File: config.mk
export PLATFORM = sky130hd
export DESIGN_NAME = ex_mem
export DESIGN_NICKNAME = d
export VERILOG_FILES = /design/src/rtl/ex_mem.sv
export SDC_FILE = /design/constraint.sdc
export NUM_CORES = 1
export LEC_CHECK = 0
export CORE_MARGIN = 1
export CORE_UTILIZATION = 35
export DETAILED_ROUTE_END_ITERATION = 7
export GPL_ROUTABILITY_DRIVEN = 1
export MAX_ROUTING_LAYER = met4
export PLACE_DENSITY_LB_ADDON = 0.1
export SLEW_MARGIN = 20
export SYNTH_ARGS = -nofsm -noshare
export SYNTH_HDL_FRONTEND = slang
export SYNTH_SLANG_ARGS = --single-unit
File: constraint.sdc
create_clock -name clk -period 5 [get_ports clk]
set_input_delay 0.5 -clock clk [delete_from_list [all_inputs] [get_ports clk]]
set_output_delay 0.5 -clock clk [all_outputs]
set_load 0.05 [all_outputs]
File: src/rtl/ex_mem.sv
// EX/MEM pipeline register with stall/bubble/flush handling.
// Also holds two-cycle multiply-accumulate state for EX.
module ex_mem #(
  parameter int DATA_W  = 32,
  parameter int ADDR_W  = 5,
  parameter int STALL_W = 6,
  parameter int EX_IDX  = 3,
  parameter int MEM_IDX = 4
) (
  input  logic                clk,
  input  logic                rst,
  input  logic [STALL_W-1:0]  stall,
  input  logic                flush,
  input  logic [ADDR_W-1:0]   ex_wd,
  input  logic                ex_wreg,
  input  logic [DATA_W-1:0]   ex_wdata,
  input  logic                ex_whilo,
  input  logic [DATA_W-1:0]   ex_hi,
  input  logic [DATA_W-1:0]   ex_lo,
  input  logic [2*DATA_W-1:0] hilo_temp_i,
  input  logic [1:0]          cnt_i,
  output logic [ADDR_W-1:0]   mem_wd,
  output logic                mem_wreg,
  output logic [DATA_W-1:0]   mem_wdata,
  output logic                mem_whilo,
  output logic [DATA_W-1:0]   mem_hi,
  output logic [DATA_W-1:0]   mem_lo,
  output logic [2*DATA_W-1:0] hilo_temp_o,
  output logic [1:0]          cnt_o
);

  typedef struct packed {
    logic [ADDR_W-1:0] wd;
    logic              wreg;
    logic [DATA_W-1:0] wdata;
    logic              whilo;
    logic [DATA_W-1:0] hi;
    logic [DATA_W-1:0] lo;
  } mem_t;

  mem_t                out_q, out_d, ex_in;
  logic [2*DATA_W-1:0] temp_q, temp_d;
  logic [1:0]          cnt_q, cnt_d;
  logic                ex_st, mem_st;
  logic                unused_stall;

  assign ex_st  = stall[EX_IDX];
  assign mem_st = stall[MEM_IDX];
  assign unused_stall = ^stall;

  assign ex_in = '{
    wd:    ex_wd,
    wreg:  ex_wreg,
    wdata: ex_wdata,
    whilo: ex_whilo,
    hi:    ex_hi,
    lo:    ex_lo
  };

  always_comb begin
    out_d  = out_q;
    temp_d = temp_q;
    cnt_d  = cnt_q;
    unique case (1'b1)
      flush: begin
        out_d  = '0;
        temp_d = '0;
        cnt_d  = '0;
      end
      // EX stalled, MEM free: bubble, keep EX's partial result
      (!flush && ex_st && !mem_st): begin
        out_d  = '0;
        temp_d = hilo_temp_i;
        cnt_d  = cnt_i;
      end
      (!flush && !ex_st): begin
        out_d  = ex_in;
        temp_d = '0;
        cnt_d  = '0;
      end
      default: ;
    endcase
  end

  always_ff @(posedge clk or posedge rst) begin
    if (rst) begin
      out_q  <= '0;
      temp_q <= '0;
      cnt_q  <= '0;
    end else begin
      out_q  <= out_d;
      temp_q <= temp_d;
      cnt_q  <= cnt_d;
    end
  end

  assign mem_wd      = out_q.wd;
  assign mem_wreg    = out_q.wreg;
  assign mem_wdata   = out_q.wdata;
  assign mem_whilo   = out_q.whilo;
  assign mem_hi      = out_q.hi;
  assign mem_lo      = out_q.lo;
  assign hilo_temp_o = temp_q;
  assign cnt_o       = cnt_q;

endmodule

==> flow_summary.toml, run 1 <==
[clock_network]
cts_buffers = 17
cts_hold_buf = 0
cts_tree = "done"
clock-root-buffer = "clkbuf_16"
cts_resized = 0
cts_setup_buffers = 0
clkTransAtPathRegs_ns = 0.06
clk_latency_ns = 0.42
cts_buffer_depth = 2
h-tree-depth = 4
clock_sinks = 169

[yosys]
yosysTopAreaCell = "dfrtp_1"
yosys.area_share.simple_pct = 4.208
ys_seq_area_share_pct = 65.25
syn_area_um2 = 6481
ys_seq_elements = 169
ys_types = 13
synth.top_cell.area_share_pct = 65.25
synth_mux_area_share_pct = 10.19
synth.area.top_cells = "dfrtp_1 65%, a32o_1 16%, mux2i_1 10%"
synth_fp_nets = 636
synth_compound_area_share_pct = 15.91
synth-adder-area-share_pct = 0
ys_warn_count = 0
synth-xor-area-share_pct = 0
synth_top_family_by_area = "compound AO/OA/AOI/OAI gates"
synth.avg_cell_area_um2 = 14.15
synthCells = 458

[place]
port_buffers = 342
dp.final_hpwl_um = 13610
place_congestion = 0.7709
dpl-instance-area_um2 = 9982

[timing]
final-hold-violation-count = 0
grt_setup_unrepaired = "false"
min_period_over_period_pct = 44.97
fin_skew_ns = 0
period_minus_slack_ns = 2.248
fmaxAchievable_ghz = 0.4447
maxSlewViolCount = 0
slew_headroom_pct = 28.50
setup_violations = 0
fin_setup_tns_ns = 0
tightest_slew_ns = 1.070

[floorplanning]
core_area_um2 = 18090
dieArea_um2 = 19070
die_x_um = 138.1
die_h_um = 138.1
ios = 347
start_util_pct = 35.84
num_rows = 49

[setup_path]
r2r_end = "mem_wd[2]"
path_class = "input pin to flip-flop"
crit_path_cell_trace = "clkdlybuf4s50_1 > nor2_4 > buf_4 > a32o_1"
arrival_ns = 2.60
required_ns = 5.35
r2r_start = "mem_wd[2]"
start_kind = "input pin"
slowest_delay_ns = 0.87
crit_fanout = 46
regToRegSetupSlack_ns = 4.24
r2r_cells = 1
end_kind = "flip-flop"
crit_slowest_cell = "nor2_4"

[grt]
grt_overflow = 0
grt_max_degree = 123
antenna_found_initial = 0
grt_first_pass_wirelength_um = 30570
grt_pass1_vias = 5584
track_usage_pct = 21.38

[final_layout]
final_area_um2 = 10580
drive_above_1_share_pct = 5.436
num_antenna_cells = 0
layout.cells.most_common = "clkdlybuf4s50_1"
final_cell_mix = "341 x clkdlybuf4s50_1, 169 x dfrtp_1, 103 x a32o_1, 66 x mux2i_1, 66 x nor2_1"
final_nets = 956
area_growth_pct = 63.30

[power_and_ir_drop]
power.ir.vdd_worst_v = 0.0002330
power_density_nw_per_um2 = 319.5
leakagePower_nw = 4.591

[detailed_routing]
vias_per_cell = 5.118
first_pass_iters = 7
vias = 5220
ant_nets = 0
drc = 42
drt_iter0_drc = 292
drt_wl_total_um = 19570
avgRoutedWirePerCell_um = 19.18

[status]
status = "finished with violations"
violations = "DRC"

[run]
maxCapViolations = 0

[worst_hold_path]
hold_path.class = "input pin to asynchronous set/reset pin"
-- synth_stat cells --
cell and instances:
buf_4 5, a32o_1 103, dfrtp_1 169, nand2b_1 1, buf_1 3, mux2i_1 66, buf_6 7, nor2b_1 1
and2_4 1, clkbuf_1 10, buf_2 23, inv_1 2, nor2_1 67
-- area by class of cell --
cell class	count	area, um^2
Tap cell	229	286.5
Sequential cell	169	4229
Clock inverter	10	117.6
Timing Repair Buffer	349	3498
Clock buffer	22	464.2
Fill cell	1449	7502
Inverter	2	11.26
Multi-Input combinational cell	239	1977
-- metrics by stage --
stage          worst slack (ns)  power [W]  hold slack [ns]  util [%]  cells
2_1_floorplan             2.345   0.001830           0.6331         -    458
3_3_place_gp              2.387   0.002108           0.5013     55.19    987
3_5_place_dp              2.268   0.002121           0.5094     55.19    987
4_1_cts                   2.721   0.003417           0.5234     58.41   1019
5_1_grt                   2.607   0.003517           0.4704     58.52   1020
6_report                  2.752   0.003382           0.4432     58.52   1020
-- registers in the layout, summed over array words and instances, names as in the netlist --
register,cells
mem_hi,32
mem_wreg,1
mem_wd,5
mem_wdata,32
mem_lo,32
cnt_o,2
mem_whilo,1
hilo_temp_o,64
-- worst max path at each step --
stage | to | start
after floorplan | cnt_o[0] | rst
after global placement | mem_hi[5] | flush
after detailed placement | mem_lo[30] | flush
after CTS | mem_lo[30] | flush
after global routing | mem_lo[30] | flush
final | mem_hi[6] | flush
-- routing by layer --
layer | track usage, % | vias up | share of wire [%]
li1 | - | 2375 | -
met1 | 23.32 | 2576 | 39
met2 | 35.69 | 231 | 51
met3 | 6.477 | 38 | 7.4
met4 | 10.29 | 0 | 3.3
met5 | - | - | 0
-- cells by family after synthesis --
kind of cell	count (synthesis)
and+or+nand+nor	70
DFF	169
AOI/OAI and AO/OA	103
buffers and inverters	50
muxes	66
-- power breakdown --
group,leakage [nW],total [W],internal (W),switching (W)
Combinational,2.03,0.000639,0.000272,0.000367
Clock,0.284,0.00129,0.000764,0.000525
Sequential,2.28,0.00145,0.00142,0.0000304
-- worst max-delay path, delay by kind of cell --
family	cells	cell delay [ns]
simple gates	1	0.87
compound gates	1	0.19
buf+inv	2	1.00
Note: power is estimated with default switching activity, not from simulation.
==> run 2, diff against run 1 <==
CORE_AREA = 2 2 136 138   (was unset)
CORE_MARGIN = unset   (was 1)
CORE_UTILIZATION = unset   (was 35)
DIE_AREA = 0 0 138 140   (was unset)
clock period = 2.11 ns   (was 5 ns; I/O delays follow)
==> flow_summary.toml, run 2 (synthesis gave the netlist of run 1 again) <==
[clock_network]
clkTransAtPathRegs_ns = 0.06
h-tree-depth = 4
cts_buffer_depth = 2
cts_hold_buf = 0
clock-root-buffer = "clkbuf_16"
cts_buffers = 17
cts_tree = "done"
clock_sinks = 169
cts_setup_buffers = 0
cts_resized = 0
clk_latency_ns = 0.41

[detailed_routing]
vias = 5250
drt_wl_total_um = 20130
drt_iter0_drc = 298
vias_per_cell = 5.112
first_pass_iters = 4
drc = 0
avgRoutedWirePerCell_um = 19.60
ant_nets = 0

[floorplanning]
ios = 347
start_util_pct = 36.45
num_rows = 49
core_area_um2 = 17780
dieArea_um2 = 19320
die_x_um = 138
die_h_um = 140

[power_and_ir_drop]
power.ir.vdd_worst_v = 0.0005155
power_density_nw_per_um2 = 762.6
finalPower_w = 0.008198
leakagePower_nw = 4.660

[setup_path]
path_buf_inv = 1
crit_slowest_cell = "clkdlybuf4s50_1"
start_kind = "flip-flop"
end_kind = "output pin"
crit_path_cell_trace = "clkdlybuf4s50_1"
path_delay_family = "buffers and inverters"
r2r_cells = 1
path_class = "flip-flop to output pin"
required_ns = 1.90
cp_num_cells = 1
r2r_start = "mem_wdata[27]"
slowest_delay_ns = 0.87
r2r_end = "mem_wdata[27]"
regToRegSetupSlack_ns = 1.36
crit_fanout = 2
arrival_ns = 1.63

[grt]
grt_util_met3_pct = 6.325
grt_first_pass_wirelength_um = 31550
antenna_found_initial = 0
grt_pass1_vias = 5666
grt_use_met1_pct = 24.10
grt.busiest_layer = "met2"
grt_max_degree = 80
grt_overflow = 0
use_met2_pct = 36.71
track_usage_pct = 21.47

[timing]
setup_slack_ns = 0.2734
period_minus_slack_ns = 1.837
setup_violations = 0
fmaxAchievable_ghz = 0.5445
slew_headroom_pct = 45.50
final-hold-violation-count = 0
fin_skew_ns = 0
maxSlewViolCount = 0
tightest_slew_ns = 0.8138
grt_setup_unrepaired = "false"
min_period_over_period_pct = 87.04

[final_layout]
fillerInstances = 1428
final_cell_mix = "341 x clkdlybuf4s50_1, 169 x dfrtp_1, 103 x a32o_1, 66 x mux2i_1, 66 x nor2_1"
final_area_um2 = 10750
drive_above_1_share_pct = 6.516
num_antenna_cells = 0
area_growth_pct = 65.87
largest_reg_flops = 64
layout.cells.most_common = "clkdlybuf4s50_1"
final_nets = 964

[place]
port_buffers = 342
dpl_worst_slack_ns = 0.2172
dpl-instance-area_um2 = 10140
place_congestion = 0.7581
dp.final_hpwl_um = 14340

[worst_hold_path]
hold_path.class = "input pin to asynchronous set/reset pin"

[run]
maxCapViolations = 0

[status]
status = "completed"
## run 2: changes by cell type in the layout (fill, tap and decap cells not counted)
| cell | previous run | this run |
|---|---|---|
| clkinv_4 | 3 | 1 |
| clkbuf_8 | 2 | 3 |
| bufinv_16 | 2 | 3 |
| clkbuf_1 | 3 | 1 |
| buf_4 | 6 | 8 |
| clkinvlp_4 | 2 | 5 |
| buf_12 | 2 | 8 |
| clkinv_2 | 3 | 1 |
## run 2: power by group
part | switching (W) | internal, W | leakage [nW]
Sequential | 0.0000737 | 0.00337 | 2.28
Clock | 0.00125 | 0.00195 | 0.288
Combinational | 0.000877 | 0.000667 | 2.09
## run 2: per-stage QoR
stage / cells / setup TNS (ns) / util [%] / hold WS [ns]
4_1_cts: 1027 / 0 / 60.46 / 0.1827
5_1_grt: 1027 / 0 / 60.46 / 0.1951
3_3_place_gp: 996 / 0 / 57.02 / 0.5027
6_report: 1027 / 0 / 60.46 / 0.1872
2_1_floorplan: 458 / -43.22 / - / 0.3441
3_5_place_dp: 996 / 0 / 57.02 / 0.5099
## run 2: area by class of cell
class                      count  area, um^2  share of cell area, %
timing repair buffer         357        3633                  33.80
inverter                       2       11.26                 0.1047
sequential                   169        4229                  39.34
clock inverter                10       142.6                  1.327
multi-input combinational    239        1977                  18.39
clock buffer                  21       470.5                  4.376
tap                          229       286.5                  2.665
## run 2: how the worst max path moves through the flow
stage / endpoint / startpoint
final: mem_wdata[26] / mem_wdata[26]
after global placement: mem_wdata[28] / stall[3]
after detailed placement: mem_wdata[26] / stall[3]
after global routing: mem_wdata[16] / mem_wdata[16]
after CTS: mem_wd[1] / mem_wd[1]
after floorplan: cnt_o[0] / rst
## run 2: metal layers
metal,vias to the layer above,share of wire (%)
li1,2384,-
met1,2590,38
met2,248,52
met3,28,7.0
met4,0,2.6
met5,-,0
